<file path="config.mk">
export PLATFORM = sky130hd
export DESIGN_NAME = imm_stage_flat
export DESIGN_NICKNAME = d
export VERILOG_FILES = /design/src/rtl/imm_stage_pkg.sv /design/src/rtl/imm_stage_if.sv /design/src/rtl/imm_decode.sv /design/src/rtl/imm_stage.sv /design/src/flat_wrapper.sv
export SDC_FILE = /design/constraint.sdc
export NUM_CORES = 1
export LEC_CHECK = 0
export ABC_AREA = 1
export BUFFER_PORTS_ARGS = -buffer_cell sky130_fd_sc_hd__buf_4
export CAP_MARGIN = 20
export CORE_MARGIN = 8
export CORE_UTILIZATION = 25
export DETAILED_ROUTE_END_ITERATION = 10
export PLACE_DENSITY = 0.52
export SLEW_MARGIN = 0
export SYNTH_ARGS = -nofsm -noshare
export SYNTH_HDL_FRONTEND = slang
export SYNTH_SLANG_ARGS = --single-unit
</file>
<file path="constraint.sdc">
create_clock -name i_clk -period 5.65 [get_ports i_clk]
set_clock_uncertainty 0.2 [all_clocks]
set_input_delay 0.8475 -clock i_clk [delete_from_list [all_inputs] [get_ports i_clk]]
set_output_delay 0.8475 -clock i_clk [all_outputs]
set_load 0.05 [all_outputs]
</file>
<file path="src/rtl/imm_stage_pkg.sv">
// Shared constants for the immediate-generation stage.
//   - Bit positions of the one-hot instruction-format vector.
//   - Encoding of the two-entry skid buffer occupancy.
//   - One-hot test helper used by the decoder.
package imm_stage_pkg;

    localparam int FMT_W    = 8;
    localparam int FMT_R    = 0;
    localparam int FMT_I    = 1;
    localparam int FMT_S    = 2;
    localparam int FMT_B    = 3;
    localparam int FMT_U    = 4;
    localparam int FMT_J    = 5;
    localparam int FMT_SHMT = 6;
    localparam int FMT_ZIMM = 7;

    typedef enum logic [1:0] {
        ST_EMPTY = 2'd0,
        ST_ONE   = 2'd1,
        ST_TWO   = 2'd2
    } state_t;

    // Exactly one bit set: non-zero and clearing the lowest set bit leaves zero.
    function automatic logic is_onehot(input logic [FMT_W-1:0] f);
        return (f != '0) && ((f & (f - FMT_W'(1))) == '0);
    endfunction

endpackage

</file>
<file path="src/rtl/imm_stage_if.sv">
// Handshake bundle between an instruction source, imm_stage and its consumer.
//   Input side : i_valid / o_ready, i_inst, i_format (one-hot), i_tag
//   Output side: o_valid / i_ready, o_immediate, o_tag, o_fmt_err, o_err_count
// slave  : view taken by imm_stage
// master : view taken by the environment driving and consuming it
interface imm_stage_if
    import imm_stage_pkg::*;
#(
    parameter int XLEN = 32,
    parameter int TAGW = 5,
    parameter int ERRW = 8
);
    logic             i_valid;
    logic             o_ready;
    logic [31:0]      i_inst;
    logic [FMT_W-1:0] i_format;
    logic [TAGW-1:0]  i_tag;
    logic             o_valid;
    logic             i_ready;
    logic [XLEN-1:0]  o_immediate;
    logic [TAGW-1:0]  o_tag;
    logic             o_fmt_err;
    logic [ERRW-1:0]  o_err_count;

    modport slave (
        input  i_valid, i_inst, i_format, i_tag, i_ready,
        output o_ready, o_valid, o_immediate, o_tag, o_fmt_err, o_err_count
    );

    modport master (
        output i_valid, i_inst, i_format, i_tag, i_ready,
        input  o_ready, o_valid, o_immediate, o_tag, o_fmt_err, o_err_count
    );
endinterface

</file>
<file path="src/rtl/imm_decode.sv">
// Combinational RISC-V immediate decoder.
//   inst    : instruction bits [31:7] (the opcode field carries no immediate bits)
//   fmt     : one-hot format select (bit positions from imm_stage_pkg)
//   imm     : decoded immediate, XLEN wide (32 or 64)
//   fmt_err : fmt was zero or multi-hot; imm is forced to zero in that case
module imm_decode
    import imm_stage_pkg::*;
#(
    parameter int XLEN = 32
) (
    input  logic [31:7]      inst,
    input  logic [FMT_W-1:0] fmt,
    output logic [XLEN-1:0]  imm,
    output logic             fmt_err
);

    // Every format is first assembled as a 32-bit value; sext selects whether
    // widening to XLEN replicates bit 31 or pads with zeros.
    logic signed [31:0] raw;
    logic               sext;

    always_comb begin
        raw     = '0;
        sext    = 1'b1;
        fmt_err = !is_onehot(fmt);
        if (!fmt_err) begin
            if (fmt[FMT_I]) begin
                raw = {{20{inst[31]}}, inst[31:20]};
            end else if (fmt[FMT_S]) begin
                raw = {{20{inst[31]}}, inst[31:25], inst[11:7]};
            end else if (fmt[FMT_B]) begin
                raw = {{19{inst[31]}}, inst[31], inst[7], inst[30:25], inst[11:8], 1'b0};
            end else if (fmt[FMT_U]) begin
                raw = {inst[31:12], 12'h000};
            end else if (fmt[FMT_J]) begin
                raw = {{11{inst[31]}}, inst[31], inst[19:12], inst[20], inst[30:21], 1'b0};
            end else if (fmt[FMT_SHMT]) begin
                // RV64 shift amounts use one more bit than RV32.
                sext = 1'b0;
                raw  = {26'd0, (XLEN == 64) ? inst[25] : 1'b0, inst[24:20]};
            end else if (fmt[FMT_ZIMM]) begin
                sext = 1'b0;
                raw  = {27'd0, inst[19:15]};
            end
            // R-type keeps the all-zero default.
        end
    end

    assign imm = sext ? XLEN'(raw) : XLEN'($unsigned(raw));

endmodule

</file>
<file path="src/rtl/imm_stage.sv">
// Immediate-generation pipeline stage with a two-entry skid buffer.
//   i_clk   : clock, all state on the rising edge
//   i_rst_n : synchronous active-low reset
//   bus     : imm_stage_if.slave -- valid/ready input of instruction, format
//             and tag; valid/ready output of immediate, tag, format-error
//             flag and saturating count of malformed formats accepted.
// An accepted input is decoded before it is stored, so the result is visible
// the cycle after acceptance. o_ready only drops when both entries are full,
// which keeps it free of any combinational path from i_ready.
module imm_stage
    import imm_stage_pkg::*;
#(
    parameter int XLEN = 32,
    parameter int TAGW = 5,
    parameter int ERRW = 8
) (
    input  logic        i_clk,
    input  logic        i_rst_n,
    imm_stage_if.slave  bus
);

    typedef struct packed {
        logic [XLEN-1:0] imm;
        logic [TAGW-1:0] tag;
        logic            err;
    } entry_t;

    function automatic logic [ERRW-1:0] sat_inc(input logic [ERRW-1:0] v);
        return (&v) ? v : v + ERRW'(1);
    endfunction

    state_t          state, state_nxt;
    logic            ready, valid;
    logic            in_xfer, out_xfer;
    logic [XLEN-1:0] dec_imm;
    logic            dec_err;
    entry_t          dec_p0;
    entry_t          head_p1;
    entry_t          spare_p1;
    logic [ERRW-1:0] err_cnt;

    // Stage 0: decode the offered instruction
    imm_decode #(.XLEN(XLEN)) u_decode (
        .inst    (bus.i_inst[31:7]),
        .fmt     (bus.i_format),
        .imm     (dec_imm),
        .fmt_err (dec_err)
    );

    assign dec_p0   = '{imm: dec_imm, tag: bus.i_tag, err: dec_err};
    assign in_xfer  = bus.i_valid && ready;
    assign out_xfer = valid && bus.i_ready;

    always_ff @(posedge i_clk) begin
        if (!i_rst_n) begin
            state <= ST_EMPTY;
        end else begin
            state <= state_nxt;
        end
    end

    always_comb begin
        state_nxt = state;
        case (state)
            ST_EMPTY: if (in_xfer) state_nxt = ST_ONE;
            ST_ONE: begin
                if (in_xfer && !out_xfer) begin
                    state_nxt = ST_TWO;
                end else if (out_xfer && !in_xfer) begin
                    state_nxt = ST_EMPTY;
                end
            end
            ST_TWO:   if (out_xfer) state_nxt = ST_ONE;
            default:  state_nxt = ST_EMPTY;
        endcase
    end

    always_comb begin
        ready = (state != ST_TWO);
        valid = (state == ST_ONE) || (state == ST_TWO);
    end

    // Stage 1: buffered results; head_p1 is always the oldest entry
    always_ff @(posedge i_clk) begin
        case (state)
            ST_EMPTY: if (in_xfer) head_p1 <= dec_p0;
            ST_ONE: begin
                if (in_xfer && out_xfer) begin
                    head_p1 <= dec_p0;
                end else if (in_xfer) begin
                    spare_p1 <= dec_p0;
                end
            end
            ST_TWO:   if (out_xfer) head_p1 <= spare_p1;
            default: ;
        endcase
    end

    always_ff @(posedge i_clk) begin
        if (!i_rst_n) begin
            err_cnt <= '0;
        end else if (in_xfer && dec_err) begin
            err_cnt <= sat_inc(err_cnt);
        end
    end

    // Payload registers are not reset; gating with valid keeps stale or
    // uninitialised contents off the outputs.
    assign bus.o_ready     = ready;
    assign bus.o_valid     = valid;
    assign bus.o_immediate = valid ? head_p1.imm : '0;
    assign bus.o_tag       = valid ? head_p1.tag : '0;
    assign bus.o_fmt_err   = valid && head_p1.err;
    assign bus.o_err_count = err_cnt;

endmodule

</file>
<file path="src/flat_wrapper.sv">
// flat-port wrapper written by rule: the top's interface ports become plain ports
module imm_stage_flat import imm_stage_pkg::*;
#(
    parameter int XLEN = 32,
    parameter int TAGW = 5,
    parameter int ERRW = 8
)
  (i_clk, i_rst_n, bus_i_valid, bus_i_inst, bus_i_format, bus_i_tag, bus_i_ready, bus_o_ready, bus_o_valid, bus_o_immediate, bus_o_tag, bus_o_fmt_err, bus_o_err_count);
  imm_stage_if #(.XLEN(XLEN), .TAGW(TAGW), .ERRW(ERRW)) bus_i ();
  input  logic i_clk;
  input  logic i_rst_n;
  input wire logic [$bits(bus_i.i_valid)-1:0] bus_i_valid;
  input wire logic [$bits(bus_i.i_inst)-1:0] bus_i_inst;
  input wire logic [$bits(bus_i.i_format)-1:0] bus_i_format;
  input wire logic [$bits(bus_i.i_tag)-1:0] bus_i_tag;
  input wire logic [$bits(bus_i.i_ready)-1:0] bus_i_ready;
  output wire logic [$bits(bus_i.o_ready)-1:0] bus_o_ready;
  output wire logic [$bits(bus_i.o_valid)-1:0] bus_o_valid;
  output wire logic [$bits(bus_i.o_immediate)-1:0] bus_o_immediate;
  output wire logic [$bits(bus_i.o_tag)-1:0] bus_o_tag;
  output wire logic [$bits(bus_i.o_fmt_err)-1:0] bus_o_fmt_err;
  output wire logic [$bits(bus_i.o_err_count)-1:0] bus_o_err_count;
  assign bus_i.i_valid = bus_i_valid;
  assign bus_i.i_inst = bus_i_inst;
  assign bus_i.i_format = bus_i_format;
  assign bus_i.i_tag = bus_i_tag;
  assign bus_i.i_ready = bus_i_ready;
  assign bus_o_ready = bus_i.o_ready;
  assign bus_o_valid = bus_i.o_valid;
  assign bus_o_immediate = bus_i.o_immediate;
  assign bus_o_tag = bus_i.o_tag;
  assign bus_o_fmt_err = bus_i.o_fmt_err;
  assign bus_o_err_count = bus_i.o_err_count;
  imm_stage #(.XLEN(XLEN), .TAGW(TAGW), .ERRW(ERRW)) u_core (.i_clk(i_clk), .i_rst_n(i_rst_n), .bus(bus_i));
endmodule
</file>
* Yosys cells after proc, flatten, opt, wreduce, memory -nomap -nowiden
Cells that the tools add are included.
** Word-level totals
- Logic and storage cells :: 60
- Bits in registers :: 86
- Input port bits :: 49
- Output and inout port bits :: 48
** Cells by class
- Reduce and logical (&&, ||, !) cells :: 21
- Add/sub/neg operators :: 2
- Bitwise gates (word level) :: 3
- Muxes and demuxes :: 19
- Equal/unequal tests :: 7
** Operator list (number)
- two-way mux 32 bit :: 7
- two-way mux 38 bit :: 3
- case mux 38 bit (3 select lines) :: 1
- two-way mux 5 bit :: 3
- adder 8 x 1 -> 8 bit (second input constant) :: 1
- AND 8 bit :: 1
- logical AND 1 bit :: 8
- zero test 8 bit :: 1
- two-way mux 2 bit :: 4
- AND reduction 8 bit :: 1
- nonzero test 8 bit :: 1
- subtractor 8 x 1 -> 8 bit (second input constant) :: 1
- case mux 2 bit (3 select lines) :: 1
- AND reduction 3 bit :: 2
- != test 2 x 1 -> 1 bit (second input constant) :: 2
- != test 2 bit (second input constant) :: 2
- AND reduction 4 bit :: 1
- zero test 1 bit :: 3
- != test 3 x 1 -> 1 bit (second input constant) :: 1
- nonzero test 3 bit :: 1
- equality test 2 x 1 -> 1 bit (second input constant) :: 1
- equality test 2 bit (second input constant) :: 1
- zero test 2 bit :: 1
- inverter 1 bit :: 2
- other kinds (2) :: 2

* Depth between registers and ports, before layout
- Depth in word-level cells :: 10
- Depth in mapped cells :: 12
- Depth with buffers taken out :: 10

* Hierarchy
From an unflattened synthesis, not the netlist that was laid out.
** Second synthesis, totals
- Cells, all modules :: 590
- Area total of the unflattened synthesis :: 4750.8 um2
** By module, submodules not included
- imm_stage :: instances 1, sequential area each 2482.4 um2, area an instance 3764.9 um2, cells each 385
- imm_decode :: instances 1, sequential area each 0.0 um2, area an instance 985.9 um2, cells each 205

* Worst setup path after synthesis
OpenSTA, ideal clock, no wires.
- Path kind :: reg2reg
- Start point :: register u_core.state[1]
- End point :: register u_core.head_p1[0] in the netlist's numbering (enable)
- Period minus slack after synthesis :: 3.847 ns
- Data required time :: 5.004 ns
- Path slack :: 1.803 ns
- Cell stages (with the launch flop) :: 7
- Path buffers :: 0
- Library setup time :: 0.446 ns
- Arrival time :: 3.201 ns
- Path through :: dfxtp_1 > inv_1 > ha_1 > nand2_1 > inv_1 > nand3_1 > a21oi_1
** On the way
- Word-level cells in the longest chain between the ends :: 6
- Elaborated cells between the ends (all ways) :: 13
- Classes of those cells :: 6 x eq/ne; 7 x reduce/logical
** RTL lines
- start: declaration :: line imm_stage.sv:32 : state_t state, state_nxt;
- start signal: assignment :: line imm_stage.sv:58 : state <= state_nxt;
- equality test 2 x 1 -> 1 bit or equality test 2 bit (tied branches) :: line imm_stage.sv:80 : valid = (state == ST_ONE) || (state == ST_TWO);
- logical OR 1 bit (*) :: line imm_stage.sv:80
- net bus_o_valid :: line flat_wrapper.sv:18 : output wire logic [$bits(bus_i.o_valid)-1:0] bus_o_valid;
- logical AND 1 bit (*) :: line imm_stage.sv:52 : assign out_xfer = valid && bus.i_ready;
- logical AND 1 bit :: line imm_stage.sv:88 : if (in_xfer && out_xfer) begin
- != test 2 bit (no source line)
- AND reduction 4 bit (no source line) (*)
- end signal: assignment :: line imm_stage.sv:86 : ST_EMPTY: if (in_xfer) head_p1 <= dec_p0;
- end signal: assignment :: line imm_stage.sv:89 : head_p1 <= dec_p0;
- end signal: assignment :: line imm_stage.sv:94 : ST_TWO: if (out_xfer) head_p1 <= spare_p1;
- end: declaration :: line imm_stage.sv:38 : entry_t head_p1;
The timed path passes the listed nets; every way through them passes the cells marked *.
A chain may end at the register's enable or synchronous reset.

* Worst setup path in the final report
- Start point :: register u_core.state[0]
- End point :: output bus_o_ready
** On the way
- Word-level cells in the longest chain between the ends :: 1
** RTL lines
- != test 2 bit :: line imm_stage.sv:79 : ready = (state != ST_TWO);
- end: declaration :: line flat_wrapper.sv:17 : output wire logic [$bits(bus_i.o_ready)-1:0] bus_o_ready;
Every way passes these cells.

==> impl_metrics.env <==
export IMPL_status="finished clean"
export IMPL_grt_pass1_vias=3373
export IMPL_drcViolationCount=0
export IMPL_synthTopCellsByArea="edfxtp_1 49%, nand2_1 17%, inv_1 5.9%"
export IMPL_routed_wl_um=11600
export IMPL_place_inst=842
export IMPL_final_cell_area_mm2=0.00582
export IMPL_r2r_cells=10
export IMPL_htreeDepth=3
export IMPL_rsz0062_at_grt="false"
export IMPL_dp_hpwl_um=8550
export IMPL_synth_top_cell_by_area="edfxtp_1"
export IMPL_hp_class="flop to flop"
export IMPL_netlist_instances=534
export IMPL_drive_gt1_share_pct=24.4
export IMPL_cts_buffer_depth=2
export IMPL_antenna_found_initial=0
export IMPL_grt_pass1_wl_um=18400
export IMPL_cp_end_kind="output port"
export IMPL_path_class="flop to output port"
export IMPL_avgRoutedWirePerCell_um=13.5
export IMPL_row_count=50
export IMPL_cts_sinks=86
export IMPL_drt_first_pass_iters=4
export IMPL_drv_cap=0
export IMPL_peakVddDrop_uv=184
export IMPL_cp_required_ns=4.60
export IMPL_postRouteAntennaNets=0
export IMPL_routed_via_density=4.15
export IMPL_syn_cell_area_mm2=0.00464
export IMPL_cts_hold_buf=0
export IMPL_core_area_mm2=0.0185
export IMPL_cts_resized_gates=0
export IMPL_finalCriticalPeriod_ns=3.18
export IMPL_power_mw=2.45
export IMPL_fin_cells=857
export IMPL_die_area_mm2=0.0232
export IMPL_clock_latency_ns=0.33
export IMPL_slew_viol_final=0
export IMPL_dpl_instance_area_mm2=0.00553
export IMPL_vias=3555
export IMPL_syn2layout_area_growth_pct=25.4
export IMPL_dieWidth_um=152
export IMPL_start_util_pct=25.1
export IMPL_max_slew_margin_rel_pct=58.2
export IMPL_grt_usage_pct=10.2
export IMPL_dp_slack_ns=2.70
export IMPL_nFillCells=2003
export IMPL_grt_max_degree=58
export IMPL_start_kind="flop"
export IMPL_fin_crit_sh_pct=56.4
export IMPL_tritoncts="done"
export IMPL_setup_violations_final=0
export IMPL_worstHoldPathCells=2
export IMPL_root_buffer="clkbuf_16"
export IMPL_setup_tns_ns=0
export IMPL_synth_seq_area_share_pct=53.5
export IMPL_powerDensity_mw_per_mm2=421
export IMPL_timing_fmax_mhz=314
export IMPL_gp_congestion=0.836
export IMPL_synth_top_area_share_pct=49.2
export IMPL_drt_initial_drc_count=246
export IMPL_cp_arrival_ns=2.14
export IMPL_ioPinCount=97
export IMPL_fin_ws_ns=2.47
export IMPL_p_leak_nw=2.86
export IMPL_hold_viol_final=0
export IMPL_io_buffer_count=89
export IMPL_syn_nets=588
export IMPL_num_nets_final=673
export IMPL_ys_ff_latch=86
export IMPL_avgSynthCellArea_um2=8.68
export IMPL_worst_pin_slew_ns=0.627
export IMPL_post_cts_buffers=0
export IMPL_numCtsBuffers=9
export IMPL_grt_overflow_total=0
export IMPL_die_h_um=152
export IMPL_ys_types=33
export IMPL_clk_pin_slew_worst_paths_ns=0.06
export IMPL_num_antenna_cells=0
export IMPL_crit_fanout=57
export IMPL_yosysWarningCount=0
[worst max-delay path, stage by stage, from the launching register on]
cell and delay, ns:
dfxtp_1 0.33, inv_1 0.11, ha_2 0.17, buf_4 0.50, clkinv_1 0.18, buf_4 0.27
buf_4 0.23
[flip-flops by register name (all words and copies together) (netlist names)]
name and count:
u_core.bus.o_err_count 8, u_core.head_p1 38, u_core.spare_p1 38, u_core.state 2
[where the power goes]
group	switching (mW)	internal, mW	total, mW
sequential	0.0424	0.898	0.940
clock	0.241	0.341	0.582
combinational	0.693	0.235	0.928
total	0.977	1.47	2.45
[placed cells by master, fill, tap and decap left out, drive strengths merged]
cell,n
a211oi,1
a21oi,17
a31oi,1
buf,94
bufinv,1
clkbuf,10
clkinv,4
clkinvlp,1
dfxtp,10
edfxtp,76
ha,5
inv,77
nand2,215
nand3,17
nand4,2
nor2,38
nor3,1
nor3b,1
o21ai,47
xor2,5
[per-stage QoR]
stage,hold slack (ns),utilization (%)
2_1_floorplan,0.272,-
3_3_place_gp,0.289,30.0
3_5_place_dp,0.293,30.0
4_1_cts,0.304,31.5
5_1_grt,0.338,31.5
6_report,0.300,31.5
[cells by family after synthesis]
| kind of cell | count (synthesis) | synth area share, % |
|---|---|---|
| XOR/XNOR | 5 | 0.944 |
| buffers and inverters | 98 | 9.26 |
| flip-flops | 86 | 53.5 |
| adder cells (fa/ha/maj) | 5 | 1.35 |
| AO/OA/AOI/OAI | 66 | 7.93 |
| AND/OR/NAND/NOR | 274 | 27.0 |
[path summary, 6_finish.rpt]
check / start / endpoint / slack [ns]
setup / recovery: u_core.state[0]$_SDFFE_PN0P_ / bus_o_ready / 2.47
hold / removal: u_core.bus.o_err_count[3]$_SDFFE_PN0P_ / u_core.bus.o_err_count[3]$_SDFFE_PN0P_ / 0.30
setup reg to reg: u_core.state[0]$_SDFFE_PN0P_ / u_core.head_p1[9]$_DFFE_PP_ / 2.76
hold reg to reg: u_core.bus.o_err_count[3]$_SDFFE_PN0P_ / u_core.bus.o_err_count[3]$_SDFFE_PN0P_ / 0.30
[area by class of cell]
class / instances / area, um2 / area share, %
flip-flops and latches: 86 / 2480 / 42.7
well taps: 234 / 293 / 5.03
repair buffers: 94 / 706 / 12.1
clock inverters: 5 / 58.8 / 1.01
multi-input cells: 350 / 1750 / 30.0
inverters: 78 / 300 / 5.16
clock buffers: 10 / 229 / 3.94
[routing by layer]
metal / GRT usage, % / share of wire [%] / up-vias / wire, um
met4: 2.86 / 0.73 / 0 / 85
met3: 4.23 / 8.1 / 4 / 932
met1: 12.9 / 45 / 1603 / 5230
met2: 15.6 / 46 / 88 / 5330
li1: - / - / 1860 / -
met5: 0 / 0 / - / 0
[Yosys cell counts, drive strengths merged]
| cell type | count |
|---|---|
| a211oi | 1 |
| a21oi | 17 |
| a31oi | 1 |
| buf | 10 |
| clkbuf | 10 |
| clkinv | 2 |
| dfxtp | 10 |
| edfxtp | 76 |
| ha | 5 |
| inv | 76 |
| nand2 | 215 |
| nand3 | 17 |
| nand4 | 2 |
| nor2 | 38 |
| nor3 | 1 |
| nor3b | 1 |
| o21ai | 47 |
| xor2 | 5 |
(Power assumes the default switching activity.)
